==> src/rtl/mult_pkg.sv <==
// Shared types and helpers for the sequential multiplier family.
package mult_pkg;

    // Widest operand the magnitude helper supports.
    localparam int unsigned ABS_W = 64;

    typedef enum logic [1:0] {
        IDLE = 2'd0,
        CALC = 2'd1,
        FIX  = 2'd2,
        DONE = 2'd3
    } mult_state_t;

    // Magnitude of a sign-extended two's-complement value; |-2^(n-1)| fits in n bits.
    function automatic logic [ABS_W-1:0] abs_n(input logic [ABS_W-1:0] x);
        return x[ABS_W-1] ? ABS_W'(-x) : x;
    endfunction

endpackage

==> src/rtl/mult_pp_step.sv <==
// One radix-2^K step: upper accumulator plus mag_a times K multiplier bits.
module mult_pp_step #(
    parameter int unsigned N = 32,
    parameter int unsigned K = 2
) (
    input  logic [N-1:0]   mag_a,
    input  logic [K-1:0]   mbits,
    input  logic [N-1:0]   upper,
    output logic [N+K-1:0] sum
);

    localparam int unsigned SW = N + K;

    // (2^N-1) + (2^N-1)(2^K-1) < 2^(N+K), so the sum never overflows SW bits.
    always_comb begin
        sum = SW'(upper) + SW'(mag_a) * SW'(mbits);
    end

endmodule

==> src/rtl/mult_serial_radix.sv <==
// Sequential N x N multiplier retiring K multiplier bits per cycle, signed or unsigned.
module mult_serial_radix
    import mult_pkg::*;
#(
    parameter int unsigned N = 32,
    parameter int unsigned K = 2
) (
    input  logic           clock,
    input  logic           reset_n,
    input  logic           in_valid,
    output logic           in_ready,
    input  logic           is_signed,
    input  logic [N-1:0]   A,
    input  logic [N-1:0]   B,
    output logic           out_valid,
    input  logic           out_ready,
    output logic [2*N-1:0] produto
);

    localparam int unsigned STEPS = N / K;
    localparam int unsigned CNT_W = (STEPS > 1) ? $clog2(STEPS) : 1;
    localparam int unsigned W2    = 2 * N;

    if (N < 4 || K < 1 || K > N || (N % K) != 0 || N > ABS_W) begin : g_bad_params
        $error("mult_serial_radix: illegal N/K combination");
    end

    mult_state_t        state;
    mult_state_t        state_nxt;
    logic [CNT_W-1:0]   cnt;
    logic [W2-1:0]      acc;
    logic [N-1:0]       mag_a;
    logic               neg;
    logic [N+K-1:0]     pp_sum;
    logic [W2-1:0]      acc_step_c;
    logic [N-1:0]       mag_a_c;
    logic [N-1:0]       mag_b_c;

    // Operand magnitudes; raw operands pass through in unsigned mode.
    always_comb begin
        mag_a_c = A;
        mag_b_c = B;
        if (is_signed) begin
            mag_a_c = N'(abs_n({{(ABS_W-N){A[N-1]}}, A}));
            mag_b_c = N'(abs_n({{(ABS_W-N){B[N-1]}}, B}));
        end
    end

    mult_pp_step #(.N(N), .K(K)) u_pp_step (
        .mag_a (mag_a),
        .mbits (acc[K-1:0]),
        .upper (acc[W2-1:N]),
        .sum   (pp_sum)
    );

    // The new partial sum lands on top while the consumed multiplier bits shift out.
    if (K < N) begin : g_shift
        assign acc_step_c = {pp_sum, acc[N-1:K]};
    end else begin : g_full
        assign acc_step_c = pp_sum;
    end

    assign in_ready = (state == IDLE) && reset_n;

    // State register.
    always_ff @(posedge clock) begin
        if (!reset_n) begin
            state <= IDLE;
        end else begin
            state <= state_nxt;
        end
    end

    // Next-state logic; DONE is left only on an actual handshake.
    always_comb begin
        state_nxt = state;
        case (state)
            IDLE:    if (in_valid)               state_nxt = CALC;
            CALC:    if (cnt == '0)              state_nxt = FIX;
            FIX:                                 state_nxt = DONE;
            DONE:    if (out_valid && out_ready) state_nxt = IDLE;
            default:                             state_nxt = IDLE;
        endcase
    end

    // Datapath, counter, result and valid registers.
    always_ff @(posedge clock) begin
        if (!reset_n) begin
            acc       <= '0;
            cnt       <= '0;
            mag_a     <= '0;
            neg       <= 1'b0;
            produto   <= '0;
            out_valid <= 1'b0;
        end else begin
            out_valid <= (state == DONE) && !(out_valid && out_ready);
            case (state)
                IDLE: begin
                    if (in_valid) begin
                        mag_a <= mag_a_c;
                        acc   <= {N'(0), mag_b_c};
                        neg   <= is_signed & (A[N-1] ^ B[N-1]);
                        cnt   <= CNT_W'(STEPS - 1);
                    end
                end
                CALC: begin
                    acc <= acc_step_c;
                    if (cnt != '0) begin
                        cnt <= cnt - 1'b1;
                    end
                end
                FIX: begin
                    produto <= neg ? W2'(-acc) : acc;
                end
                default: ;
            endcase
        end
    end

endmodule

==> config.mk <==
export PLATFORM = sky130hd
export DESIGN_NAME = mult_serial_radix
export DESIGN_NICKNAME = d
export VERILOG_FILES = /design/src/rtl/mult_pkg.sv /design/src/rtl/mult_pp_step.sv /design/src/rtl/mult_serial_radix.sv
export SDC_FILE = /design/constraint.sdc
export NUM_CORES = 1
export LEC_CHECK = 0
export CAP_MARGIN = 20
export CORE_MARGIN = 2
export CORE_UTILIZATION = 60
export CTS_CLUSTER_SIZE = 14
export DETAILED_ROUTE_END_ITERATION = 8
export HOLD_SLACK_MARGIN = 0.06
export MAX_ROUTING_LAYER = met4
export PLACE_DENSITY = 0.8
export SLEW_MARGIN = 15
export SYNTH_ARGS = -nofsm -noshare
export SYNTH_HDL_FRONTEND = slang
export SYNTH_SLANG_ARGS = --single-unit
==> constraint.sdc <==
create_clock -name clock -period 7.2 [get_ports clock]
set_input_delay 1.44 -clock clock [delete_from_list [all_inputs] [get_ports clock]]
set_output_delay 1.44 -clock clock [all_outputs]
set_load 0.005 [all_outputs]
# --- After elaboration in Yosys (flattened, before gate mapping) ---
# Cells that the tools add are included.
# Widths: inputs -> output; s select.
word_totals:
  output_inout_bits: 66
  regBits: 168
  word_cells: 48
  inputBits: 69
classes:
  n_mux: 14
  multipliers: 1
  n_bitwise: 2
  n_addsub: 5
  n_reduce_logical: 12
  eq_ne: 7
op_table:
  columns: ["op", "n"]
  rows:
  - ["$mux 32", 4]
  - ["$mux 64", 2]
  - ["$pmux 64 s2", 1]
  - ["$neg 32->32", 2]
  - ["$neg 64->64", 1]
  - ["$add 32x34->34", 1]
  - ["$mul 32x2->34", 1]
  - ["$mux 4", 2]
  - ["$ne 2x2->1 const B", 4]
  - ["$pmux 2 s4", 1]
  - ["$pmux 4 s2", 1]
  - ["$mux 2", 3]
  - ["$reduce_and 3->1", 2]
  - ["$eq 2x2->1 const B", 2]
  - ["$logic_not 4->1", 1]
  - ["$reduce_and 2->1", 2]
  - ["$reduce_bool 4->1", 1]
  - ["$sub 4x1->4 const B", 1]
  - ["$logic_and 1x1->1", 3]
  - ["$eq 2x1->1 const B", 1]
  - ["$logic_not 2->1", 1]
  - ["$reduce_bool 2->1", 1]
  - ["$and 1x1->1", 1]
  - ["$logic_not 1->1", 1]
  - ["$xor 1x1->1", 1]

# --- Depth between registers and ports, before layout ---
depth:
  ltp_word: 5
  ltp_mapped: 15
  ltp_nobuf: 13

# --- Modules after synthesis ---
# From an unflattened synthesis, not the netlist that was laid out.
hier_totals:
  hier_cells: 1554
  hier_area_um2: 12025.3
by_module_without_submodules:
  columns: ["mod", "n_inst", "area_each_um2", "seq_area_each_um2", "cells_per_inst"]
  rows:
  - ["mult_serial_radix", 1, 9097.5, 3363.2, 1133]
  - ["mult_pp_step", 1, 2927.8, 0.0, 421]

# --- Least setup slack after synthesis ---
# OpenSTA, ideal clock, no wires.
synth_timing:
  path_type: "input -> output"
  from: "in reset_n"
  to: "out in_ready"
  required_time_ns: 5.760
  arrival_ns: 2.370
  path_slack_ns: 3.390
  n_path_buf: 3
  path_stages: 4
  cell_sequence: "clkbuf_1 clkbuf_1 clkbuf_1 and2_1"
synth_via:
  elab_chain_cells: 1
synth_lines:
  columns: ["item", "line_no", "text"]
  rows:
  - ["from (decl)", "mult_serial_radix.sv:9", "input logic reset_n,"]
  - ["$logic_and 1x1->1", "mult_serial_radix.sv:63", "assign in_ready = (state == IDLE) && reset_n;"]
  - ["to (decl)", "mult_serial_radix.sv:11", "output logic in_ready,"]
# No other way between the ends.

# --- Worst setup path after layout ---
layout_timing:
  from: "reg acc[0]"
  to: "reg acc[60]"
layout_via:
  elab_chain_cells: 3
layout_lines:
  columns: ["item", "line_no", "text"]
  rows:
  - ["from (decl)", "mult_serial_radix.sv:31", "logic [W2-1:0] acc;"]
  - ["from (signal assigned)", "mult_serial_radix.sv:101", "acc <= {N'(0), mag_b_c};"]
  - ["from (signal assigned)", "mult_serial_radix.sv:107", "acc <= acc_step_c;"]
  - ["$mul 32x2->34", "mult_pp_step.sv:16", "sum = SW'(upper) + SW'(mag_a) * SW'(mbits);"]
  - ["$add 32x34->34", "mult_pp_step.sv:16", null]
  - ["$pmux 64 s2", "mult_serial_radix.sv:97", "case (state)"]
# No other way between the ends.
# A chain may end at the register's enable or synchronous reset.

==> results <==
- On the critical path, the stage with the largest delay is an instance of sky130_fd_sc_hd__dfxtp_1.
- The number of nets in the layout is between 1500 and 2000.
- The number of iterations in the first detailed-routing pass is 7.
- The count of final setup violators is 0.
- In this run the worst path has a maximum fanout of 23.
- The total CTS buffers is 17.
- Summed over all nets, the switching power comes to 1680 uW.
- The critical path in this run is classified as register to register.
- The worst-case IR drop observed on VDD is 365 uV.
- The worst register-to-register path begins at acc[0]$_SDFFE_PN0P_.
- The area growth from synthesis to layout is 17.2%.
- Post-CTS timing repair inserted 0 buffers for setup.
- Across the run, the number of max-cap violations was 0.
- Based on the critical path, the design can be clocked at up to 0.244 GHz.
- The run finished with clean final reports.
- The origin of the worst min-delay path is produto[41]$_SDFFE_PN0P_.
- At the worst endpoint, the required time is 7580 ps.
- The iteration-0 DRC count of the detailed router is 762.
- The count of buffers added on input and output ports is 134.
- Data on the critical path arrives at its endpoint at 4470 ps.
- The number of nets still failing antenna checks after routing is 0.
- For this run the aggregate overflow at the end of global routing stands at 0.
- Sequential elements use 28.4% of the synthesized area.
- The number of placed instances, taps included is 1851.
- Synthesis instantiated 60 different standard cells from the library.
- The most critical setup path has its startpoint at acc[0]$_SDFFE_PN0P_.
- Sequential cells burn 34.4% of the power.
- Cells with a size suffix above 1 make up 3.96% of the layout.
- The power share of the clock group is 23.7%.
- The final number of max-transition violations is 0.
- Summed over all failing endpoints, the final setup total negative slack is 0 ps.
- Among all flip-flop cells after synthesis, the most frequent one is sky130_fd_sc_hd__dfxtp_1.
- The share of total power in combinational logic is 41.9%.
- The combined global-route utilization of all metal layers is 31.4%.
- The synthesized design contains 0 enable-type register cells.
- The row count is 51.
- The dominant cell type by area after synthesis is sky130_fd_sc_hd__dfxtp_1.
- The clock reaches the later pin of the worst-skew pair after 440 ps.
- Overall power consumption after layout is estimated at slightly above 4000 uW.
- For this run, the slowest stage of the critical path takes between 800 and 900 ps.
- The setup slack after placement is 2730 ps.
- The signal on the critical path passes through nand2_1 -> fa_1 -> inv_1 -> ha_1 -> o211ai_1 -> o21ai_0 -> a31oi_1 -> a2111o_1 -> a31oi_1 -> nor3b_1 -> or4_1 -> nand3_1.
- The via total after detailed routing is 11100.
- The family with the most delay on the worst path is compound AO/OA/AOI/OAI gates.
- The fraction of synthesized cell area taken by the top area cell type is 28.4%.
- The remaining max-slew budget at the tightest pin is 26.2%.
- The post-synthesis instance total is roughly 1500.
- The synthesized flop and latch total is 168.
- The post-route worst setup slack is 3110 ps.
- The leakage power total is just under 0.006 uW.
- In this run the number of H-tree levels came out at 4.
- The post-cts resize count is 0.
- Setup repair after global routing left no endpoint under its margin.
- The die extent in x is 144 um.
- Power spread over the standard cell area amounts to 292 nW/um^2.
- The via count of the first global-routing pass is 10200.
- The diode insertion count for antenna repair is 0.
- The share of synthesized flip-flops with an asynchronous set or reset is 0%.
- The shortest period the worst path allows is 4090 ps.
- The initial antenna violation count is 0.
- The die outline area is roughly 21000 um^2.
- Sorting the synthesized cells by area gives the leading types as sky130_fd_sc_hd__dfxtp_1 28%, sky130_fd_sc_hd__nand2_1 9.3%, sky130_fd_sc_hd__fa_1 5.4%, sky130_fd_sc_hd__xor2_1 5.3%, sky130_fd_sc_hd__xnor2_1 5.2%.
- The clock edge transition at the registers on the reported setup and hold paths is 70 ps.
- The period utilization is 56.9%.
- Once the floorplan was initialized, standard cells occupied between 60% and 70% of the core.
- In this run the standard cell core region covers roughly 19000 um^2.
- The path class of the tightest hold or removal check is register to register.
- The remaining routing DRC violations is 0.
- The buffer and inverter count on the worst path is 1.
- The clock tree root driver cell is sky130_fd_sc_hd__clkbuf_16.
- The wire length after detailed routing is 31400 um.
- The number of nets in the synthesized netlist is 1677.
- The maximum count of clock buffers along a single path is 2.
- STA classifies the critical path startpoint as a register.
- At the pin with the least slew margin, the transition time is roughly 1100 ps.
- The flop-to-flop setup slack is 3110 ps.
- 135 I/O pins were placed.
- After the flow finishes, the layout carries non-filler instances totaling approximately 1900.
- The number of hold-slack violations in the final timing report is 0.
- The wire length of the first global-routing pass is 50300 um.
- The kind of capture point of the worst setup path is a register.
- The die outline height is 144 um.
- The internal portion of the total power is 2370 uW.
- The clock net sink count is 168.
- Summed over all nets, the half-perimeter wirelength after detailed placement is 23400 um.
- Between clock sinks in the finished design, the worst skew comes to 14.2 ps.
- After detailed routing, the average wire length per cell comes to 16.7 um.
- In this run the cell area of the synthesized design comes to 11800 um^2.
- In this run switching power makes up 41.5% of total power.
- In the routed layout, each cell is associated on average with a via count of 5.88.
- The quantity of hold-fixing buffers added after cts is 0.
- TritonCTS built the clock tree.
- The total of warnings raised by yosys is 0.
- The library cell appearing most often on the critical path is sky130_fd_sc_hd__a31oi_1.
- The final weighted congestion in routability-driven placement is 0.933.
- Entering global routing, the biggest net connects between 60 and 70 pins.
- In this run the mean area of a mapped cell was 7.72 um^2.
## Yosys cell counts, drive strengths merged (3+ instances only)
library cell and number:
nand2 293, dfxtp 168, o21ai 120, inv 118
a21oi 86, clkbuf 82, xor2 71, xnor2 70
o211a 61, nor2 49, ha 42, nand3 37
o31ai 33, fa 32, nor3 24, a21boi 20
nor2b 17, a21o 16, nor4 14, o41ai 14
or3 14, or4 14, and2 13, nand4 12
a31oi 11, buf 11, o211ai 11, mux2i 10
nand3b 9, o21a 8, a22oi 7, nor3b 7
and3 6, nand2b 6, a221oi 3, a41oi 3
## per-stage QoR
| step | hold slack [ps] | cell area (um^2) | utilization (%) |
|---|---|---|---|
| final | 453 | 13900 | 71.5 |
| after CTS | 457 | 13900 | 71.5 |
| after global placement | 439 | 13300 | 68.4 |
| after floorplan | 441 | 11800 | - |
| after detailed placement | 443 | 13300 | 68.4 |
| after global routing | 484 | 13900 | 71.5 |
## logic make-up after synthesis
group / count (synthesis) / synth area share, %
fa+ha+maj: 74 / 9.85
flops: 168 / 28.4
simple gates: 523 / 20.6
xor+xnor: 141 / 10.4
compound gates: 407 / 23.2
mux: 10 / 0.845
buf+inv: 211 / 6.70
## layout by cell type (no fill, tap or decap), drive strengths merged, types with 4 or more instances in the layout
cell and instances:
and3 6, o211a 61, o21ai 120, mux2i 10, nand3b 9, or3 14, buf 12, nand2 293
fa 32, a21boi 20, clkdlybuf4s50 133, nor3b 7, nor4 14, clkbuf 18, and2 13, nor3 24
xor2 71, nor2 49, xnor2 70, a22oi 7, ha 42, inv 121, o31ai 33, o21a 8
nand3 37, nand2b 6, o211ai 11, or4 14, nand4 12, clkinv 4, a21o 16, o41ai 14
dfxtp 168, nor2b 17, a31oi 11, a21oi 86
## power by group through the flow
stage / Clock, uW / Combinational [uW] / Sequential (uW)
6_report: 957 / 1700 / 1390
5_1_grt: 994 / 1880 / 1420
3_3_place_gp: 0 / 1630 / 1390
3_5_place_dp: 0 / 1670 / 1410
4_1_cts: 959 / 1680 / 1390
2_1_floorplan: 0 / 1200 / 1300
## flip-flops by register name (all words and copies together), names as in the netlist
signal and flops:
acc 64, neg 1, produto 64, state 2, out_valid 1, cnt 4
mag_a 32
## worst reg2reg max path, stage by stage, from the launching register on
cell and delay (ps):
sky130_fd_sc_hd__dfxtp_1 860, sky130_fd_sc_hd__nand2_1 160, sky130_fd_sc_hd__fa_1 520, sky130_fd_sc_hd__inv_1 40, sky130_fd_sc_hd__ha_1 340, sky130_fd_sc_hd__o211ai_1 130, sky130_fd_sc_hd__o21ai_0 280, sky130_fd_sc_hd__a31oi_1 250
sky130_fd_sc_hd__a2111o_1 450, sky130_fd_sc_hd__a31oi_1 330, sky130_fd_sc_hd__nor3b_1 130, sky130_fd_sc_hd__or4_1 480, sky130_fd_sc_hd__nand3_1 90
## per-layer routing
layer | up-vias | GRT usage, % | wire, um
li1 | 5429 | - | -
met1 | 5251 | 42.6 | 14500
met2 | 347 | 49.1 | 14300
met3 | 45 | 4.24 | 1970
met4 | 0 | 9.25 | 572
met5 | - | - | 0
## final cells by class
cell class	instances	area, um^2
Sequential cell	168	3360
Timing Repair Buffer	145	1420
Fill cell	1664	5530
Inverter	118	443
Clock inverter	13	170
Clock buffer	18	439
Tap cell	265	332
Multi-Input combinational cell	1155	7700
## path summary, 6_finish.rpt
kind	to	depth (start not counted)
min reg2reg	produto[41]$_SDFFE_PN0P_	2
max reg2reg	acc[60]$_SDFFE_PN0P_	12
min	produto[41]$_SDFFE_PN0P_	2
max	acc[60]$_SDFFE_PN0P_	12
No activity file was read; power rests on OpenSTA's default activity.
